<file path="config.mk">
export PLATFORM = sky130hd
export DESIGN_NAME = irq_controller
export DESIGN_NICKNAME = d
export VERILOG_FILES = /design/src/rtl/irq_controller.sv
export SDC_FILE = /design/constraint.sdc
export NUM_CORES = 1
export LEC_CHECK = 0
export CAP_MARGIN = 20
export CORE_MARGIN = 2
export CORE_UTILIZATION = 45
export CTS_CLUSTER_SIZE = 25
export DETAILED_ROUTE_END_ITERATION = 16
export DONT_BUFFER_PORTS = 1
export GPL_ROUTABILITY_DRIVEN = 0
export SLEW_MARGIN = 25
export SYNTH_ARGS = -nofsm -noshare
export SYNTH_HDL_FRONTEND = slang
export SYNTH_SLANG_ARGS = --single-unit
</file>
<file path="constraint.sdc">
create_clock -name ph1 -period 1.73 [get_ports ph1]
set_clock_uncertainty 0.15 [all_clocks]
set_input_delay 0.346 -clock ph1 [delete_from_list [all_inputs] [get_ports ph1]]
set_output_delay 0.346 -clock ph1 [all_outputs]
set_load 0.005 [all_outputs]
</file>
<file path="src/rtl/irq_controller.sv">
// irq_controller -- memory-mapped interrupt controller for the core's
// interrupts[] input. Raw request lines are synchronised, edge- or
// level-detected, latched as PENDING and masked onto a registered output.
//
// Register window (32 bytes at BASE_ADDR, dataadr[1:0] ignored):
//   0x00 PENDING  read / write-1-to-clear
//   0x04 MASK     read / write, 1 = enabled
//   0x08 EDGE_SEL read / write, 1 = rising edge, 0 = level
//   0x0C FORCE    write-only, 1 sets pending; reads 0
//   0x10-0x1C     reserved (0x10/0x14 hold edge counters with IRQ_COUNT_EN)
//
// Optional feature: define IRQ_COUNT_EN for per-line 8-bit saturating
// edge counters (lines 0-3 at 0x10, lines 4-7 at 0x14; any write clears).
//
// Ports:
//   ph1        clock, rising edge
//   reset      synchronous, active-low
//   irq_in     raw asynchronous request lines
//   memwrite   core store strobe
//   dataadr    core data address
//   writedata  core store data
//   readdata   register read data, 0 outside the window
//   sel        dataadr is inside the window
//   interrupts registered PENDING & MASK
module irq_controller #(
  parameter int unsigned NIRQ        = 8,
  parameter logic [31:0] BASE_ADDR   = 32'hFFFF0000,
  parameter int unsigned SYNC_STAGES = 2
) (
  input  logic            ph1,
  input  logic            reset,
  input  logic [NIRQ-1:0] irq_in,
  input  logic            memwrite,
  input  logic [31:0]     dataadr,
  input  logic [31:0]     writedata,
  output logic [31:0]     readdata,
  output logic            sel,
  output logic [NIRQ-1:0] interrupts
);

  logic [NIRQ-1:0] sync_q [SYNC_STAGES];
  logic [NIRQ-1:0] sync_d [SYNC_STAGES];
  logic [NIRQ-1:0] p_q, p_d;
  logic [2:0]      arm_q, arm_d;
  logic [NIRQ-1:0] pending_q, pending_d;
  logic [NIRQ-1:0] mask_q, mask_d;
  logic [NIRQ-1:0] edge_sel_q, edge_sel_d;
  logic [NIRQ-1:0] interrupts_q, interrupts_d;

  logic [2:0]      offset;
  logic            we;
  logic [NIRQ-1:0] wdata, s, set, w1c, force_bits;
  logic            armed;

`ifdef IRQ_COUNT_EN
  logic [7:0] cnt_q [NIRQ];
  logic [7:0] cnt_d [NIRQ];
`endif

  assign sel        = (dataadr[31:5] == BASE_ADDR[31:5]);
  assign offset     = dataadr[4:2];
  assign we         = memwrite & sel;
  assign wdata      = writedata[NIRQ-1:0];
  assign s          = sync_q[SYNC_STAGES-1];
  assign armed      = (arm_q == 3'd0);
  assign interrupts = interrupts_q;

  always_comb begin
    sync_d[0] = irq_in;
    for (int unsigned i = 1; i < SYNC_STAGES; i++) sync_d[i] = sync_q[i-1];
    p_d   = s;
    arm_d = (arm_q != 3'd0) ? arm_q - 3'd1 : arm_q;

    w1c        = (we && offset == 3'd0) ? wdata : '0;
    force_bits = (we && offset == 3'd3) ? wdata : '0;
    // Edge detection is held off until the synchroniser and previous-sample
    // flops have refilled, so lines high through reset raise nothing.
    set        = {NIRQ{armed}} & s & ~p_q & edge_sel_q;

    // Edge-mode lines latch; level-mode lines simply follow s (plus FORCE).
    pending_d  = (edge_sel_q & ((pending_q & ~w1c) | set))
               | (~edge_sel_q & s)
               | force_bits;
    mask_d     = (we && offset == 3'd1) ? wdata : mask_q;
    edge_sel_d = (we && offset == 3'd2) ? wdata : edge_sel_q;
    interrupts_d = pending_q & mask_q;

`ifdef IRQ_COUNT_EN
    for (int unsigned i = 0; i < NIRQ; i++) begin
      cnt_d[i] = cnt_q[i];
      if (we && offset == ((i < 4) ? 3'd4 : 3'd5))
        cnt_d[i] = '0;
      else if (set[i] && cnt_q[i] != 8'hFF)
        cnt_d[i] = cnt_q[i] + 8'd1;
    end
`endif
  end

  always_comb begin
    readdata = '0;
    if (sel) begin
      case (offset)
        3'd0:    readdata[NIRQ-1:0] = pending_q;
        3'd1:    readdata[NIRQ-1:0] = mask_q;
        3'd2:    readdata[NIRQ-1:0] = edge_sel_q;
        default: readdata = '0;
      endcase
`ifdef IRQ_COUNT_EN
      for (int unsigned i = 0; i < NIRQ; i++) begin
        if (i < 4 && offset == 3'd4) readdata[8*i +: 8] = cnt_q[i];
        if (i >= 4 && offset == 3'd5) readdata[8*(i-4) +: 8] = cnt_q[i];
      end
`endif
    end
  end

  always_ff @(posedge ph1) begin
    if (!reset) begin
      for (int unsigned i = 0; i < SYNC_STAGES; i++) sync_q[i] <= '0;
      p_q          <= '0;
      arm_q        <= 3'(SYNC_STAGES + 1);
      pending_q    <= '0;
      mask_q       <= '0;
      edge_sel_q   <= '0;
      interrupts_q <= '0;
`ifdef IRQ_COUNT_EN
      for (int unsigned i = 0; i < NIRQ; i++) cnt_q[i] <= '0;
`endif
    end else begin
      for (int unsigned i = 0; i < SYNC_STAGES; i++) sync_q[i] <= sync_d[i];
      p_q          <= p_d;
      arm_q        <= arm_d;
      pending_q    <= pending_d;
      mask_q       <= mask_d;
      edge_sel_q   <= edge_sel_d;
      interrupts_q <= interrupts_d;
`ifdef IRQ_COUNT_EN
      for (int unsigned i = 0; i < NIRQ; i++) cnt_q[i] <= cnt_d[i];
`endif
    end
  end

endmodule
</file>
Word-level counts from Yosys, hierarchy flattened. Memories as Yosys holds them, arrays and structs flattened. Cells that the tools add are included.

Bits of input ports: 75. Word-level logic and storage cells: 43. Output and inout bits: 41. Memories: 1. Bits in writable memories: 16. ROM bits: 0. Latch bits: 0. Flip-flop bits (word level): 43.

Shift-type cells: 0. Bitwise logic cells: 16. Muxes and demuxes: 8. Add/subtract/negate cells: 1. Div/mod/pow operators: 0. $mul: 0. Order comparisons: 0. Reduce and logical (&&, ||, !) cells: 7. Equality and inequality tests: 4.

Memory list: sync_q (words 2, bits a word 8, rd ports 2, clocked after memory_dff 0, write ports 2, line 41) `logic [NIRQ-1:0] sync_q [SYNC_STAGES];`.

Operator list (number): AND 8 bit (7); 2-to-1 mux 8 bit (5); == test 27 bit (second input constant) (1); NOT 8 bit (3); OR 8 bit (3); one-hot mux 8 bit (3 select lines) (1); == test 3 x 2 -> 1 bit (second input constant) (2); logical NOT 3 bit (2); logical AND 1 bit (4); == test 3 x 1 -> 1 bit (second input constant) (1); nonzero test 3 bit (1); subtractor 3 x 1 -> 3 bit (second input constant) (1); 2-to-1 mux 1 bit (2); OR 1 bit (2); AND 1 bit (1).

Depth between registers and ports, before layout.
Depth after elaboration: 10. Depth in mapped cells: 7. Mapped depth without buffers: 7.

Worst setup path after synthesis. OpenSTA, ideal clock, no wires.

Path type: input port to output port. From: input dataadr[6]. To: output readdata[0]. Path slack: -35 ps. Stages on the path: 5. Data arrival time: 1269 ps. Required time: 1234 ps. Cell sequence: nor4_1 > nand4_1 > nor2b_4 > nand2_1 > nor2_1.

Word-level cells in the longest chain between the ends: 2.

RTL lines: start: declaration (line 34) `input logic [31:0] dataadr,`; == test 27 bit (line 60) `assign sel = (dataadr[31:5] == BASE_ADDR[31:5]);`; via sel (line 37) `output logic sel,`; 2-to-1 mux 8 bit (line 101) `if (sel) begin`; end: declaration (line 36) `output logic [31:0] readdata,`.

The timed path passes the listed nets, and every way through them passes these cells.

Worst setup path in the final report.
From: input dataadr[6]. To: output readdata[2].

Word-level cells in the longest chain between the ends: 2.

RTL lines (line): == test 27 bit (60); 2-to-1 mux 8 bit (101).

No other way between the ends.

==> impl_results.md <==
- Outcome: finished with violations
- Failing checks: negative setup slack
- Slew Limit Fails: 0
- Area of the multi-input gates: 1370 um2
- Row count: 27
- Largest buffer count on any clock path: 2
- Detail Route Antenna Nets: 0
- Startpoint type of the worst setup path: input port
- RSZ-0062 raised after global routing: yes
- Vias after detailed routing: 1933
- Crit path max-delay cell type: nor4_4
- Total of max-cap violations: 0
- Synthesized instance count: 290
- Root Driver: clkbuf_8
- Period utilisation layout: 1.03
- Drt wl/cell: 14.0 um
- Fmax: 564 MHz
- Cell Pwr Density: 881 nW/um2
- CP Class: in2out
- M3 GR Usage: 0.0633
- ANT cells: 0
- Final Hold Viols: 0
- Critical Path Fanout Max: 8
- YS warnings: 0
- Initial antenna violation count: 0
- Fin crit period: 1.77 ns
- Yosys reg bits: 59
- Htree depth: 3
- Number of global-route vias before repair: 1758
- Post-synthesis sequential area ratio: 0.445
- Crit path buf inv count: 0
- CORE AREA: 5610 um2
- DR DRC count: 0
- Setup ws final: -0.0442 ns
- Hold Path Class: in2reg
- Port buffer count: 0
- Total GRT Usage: 0.178
- Worst slack, placed: -0.122 ns
- WP data required: 1.23 ns
- CP Data Arrival Time: 1.28 ns
- Num ports: 116
- Worst setup EP type: primary output
- Top delay family on crit path: simple AND/OR/NAND/NOR gates
- Clock Latency Late Sink: 0.33 ns
- Die height: 80.8 um
- Final net count: 387
- First-pass GRT wire length: 8550 um
- CTS sink cnt: 59
- Met1 global-route usage: 0.230
- Top Usage Layer GRT: met2
- Distinct cells, synth: 32
- Cell Chain, Critical Path: nor4_4, nand4_1, nor2b_4, nand2_4, nor2_1
- # fillers: 538
- Final core occ: 0.543
- CTS Buf Count: 9
- Final wirelength: 5400 um
- Tightest Pin Transition: 0.737 ns
- Clock slew at reported path FFs: 0.06 ns
- Met2 GRT Util: 0.269
- Remaining global-route overflow: 0
- CP peak stage delay: 0.23 ns
- Starting Density: 0.473
- Largest net degree at the start of global routing: 42
- Die area: 6530 um2
- Share of layout cells above drive strength 1: 0.112
- Drt pass-1 iters: 6
- Area Overhead vs Synth: 14.7%
- FF/Latch Area: 1180 um2
- Syn avg cell area: 9.16 um2
- DRT iter0 DRCs: 86
- Slew margin rel.: 0.507
- # setup viols final: 8
- Die Span X: 80.8 um
- Drt via density: 5.02
- Final std cells w/o fill: 385
- PnR Total Power: 0.00268 W
- Mapped cell area: 2660 um2
- Cell total after placement: 358
- P_leak: 1.29 nW
- Dpl hpwl: 3560 um
- CTS tree: done
- Max VDD drop: 0.508 mV
[Yosys cell counts]
cell type,number,share of area
a21boi_0,7,0.020
a21boi_1,1,0.0028
a21oi_1,8,0.015
and2_1,25,0.059
and2b_1,1,0.0028
and3_1,8,0.019
and4_1,1,0.0033
and4b_1,1,0.0038
buf_4,25,0.071
buf_6,2,0.0085
clkbuf_1,10,0.014
conb_1,1,0.0014
dfxtp_1,59,0.44
ha_1,2,0.0094
inv_1,2,0.0028
mux2i_1,25,0.094
nand2_1,44,0.062
nand2b_1,1,0.0024
nand3_1,9,0.017
nand3_2,1,0.0038
nand4_1,3,0.0071
nand4b_1,2,0.0066
nand4bb_1,8,0.034
nor2_1,19,0.027
nor2b_1,2,0.0047
nor2b_4,1,0.0052
nor3_1,1,0.0019
nor4_1,2,0.0047
nor4b_2,1,0.0057
o21ai_0,9,0.017
o22a_1,8,0.026
xnor2_1,1,0.0033
[registers in the layout, indices dropped and copies added, names as in the netlist]
signal	count
mask_q	8
edge_sel_q	8
p_q	8
sync_q	16
pending_q	8
arm_q	3
interrupts	8
[logic make-up after synthesis]
| group | Yosys count | share of synthesized area |
|---|---|---|
| DFF | 59 | 0.445 |
| buffers and inverters | 39 | 0.0961 |
| muxes | 25 | 0.0943 |
| xor gates and xnor gates | 1 | 0.00330 |
| other | 1 | 0.00141 |
| adders and majority gates | 2 | 0.00942 |
| AOI/OAI and AO/OA | 33 | 0.0811 |
| and+or+nand+nor | 130 | 0.270 |
[area by class of cell]
class	instances	area share
timing repair buffer	23	0.0756
clock buffer	11	0.0497
clock inverter	3	0.00493
inverter	2	0.00247
tap	72	0.0296
multi-input combinational	215	0.450
sequential	59	0.388
[routing by layer]
metal	part of all wire	up-vias
li1	-	980
met1	0.46	876
met2	0.45	68
met3	0.073	9
met4	0.018	0
met5	0	-
[worst paths after layout]
check                                endpoint  slack, ns  depth (start not counted)    startpoint
worst min-delay path             pending_q[3]       0.01                          2  writedata[3]
worst max register to register   pending_q[4]       0.18                          8      arm_q[0]
worst min register to register  sync_q[0][14]       0.28                          1  sync_q[0][6]
worst max-delay path              readdata[2]      -0.04                          5    dataadr[6]
[layout by cell type, fill, tap and decap left out, types with 3 or more instances in the layout]
cell / n
dlygate4sd3_1: 13
mux2i_1: 25
nand4_1: 3
buf_4: 8
clkinv_2: 3
a21boi_0: 7
nor2_1: 14
clkbuf_8: 11
nand4bb_1: 8
and3_1: 8
and2_1: 25
a21oi_1: 8
nand3_1: 9
nor2_2: 4
o21ai_0: 9
nand2_1: 43
conb_1: 24
dfxtp_1: 59
o22a_1: 8
[metrics by stage]
stage,hold slack (ns),area [um2],setup TNS (ns)
3_3_place_gp,0.263,2690,-1.11
6_report,0.0145,3040,-0.243
4_1_cts,0.00102,3040,-0.328
5_1_grt,0.00455,3040,-1.41
3_5_place_dp,0.267,2690,-1.85
2_1_floorplan,0.262,2740,0
[report_power, final]
part           switching (W)  internal [W]  total, W
combinational      0.0000830     0.0000981  0.000181
sequential         0.0000251       0.00140   0.00142
clock               0.000503      0.000573   0.00108
[worst reg2reg max path: cells and delay by family (launching register included)]
family                   cells  cell delay (ns)
flip-flops                   1             0.34
AND/OR/NAND/NOR              2             0.17
adder cells (fa/ha/maj)      1             0.21
buffers and inverters        2             0.22
AO/OA/AOI/OAI                3             0.34
[what timing repair did]
| action | 4_1_cts | 5_1_grt |
|---|---|---|
| hold buffers | 13 | 0 |
| hold endpoints to repair | 30 | 0 |
| resized for setup | 10 | 2 |
| setup endpoints to repair | 8 | 9 |
| buffers inserted | 0 | 0 |
| cloned | 0 | 0 |
| pin swaps | 1 | 1 |
(Power assumes the default switching activity.)
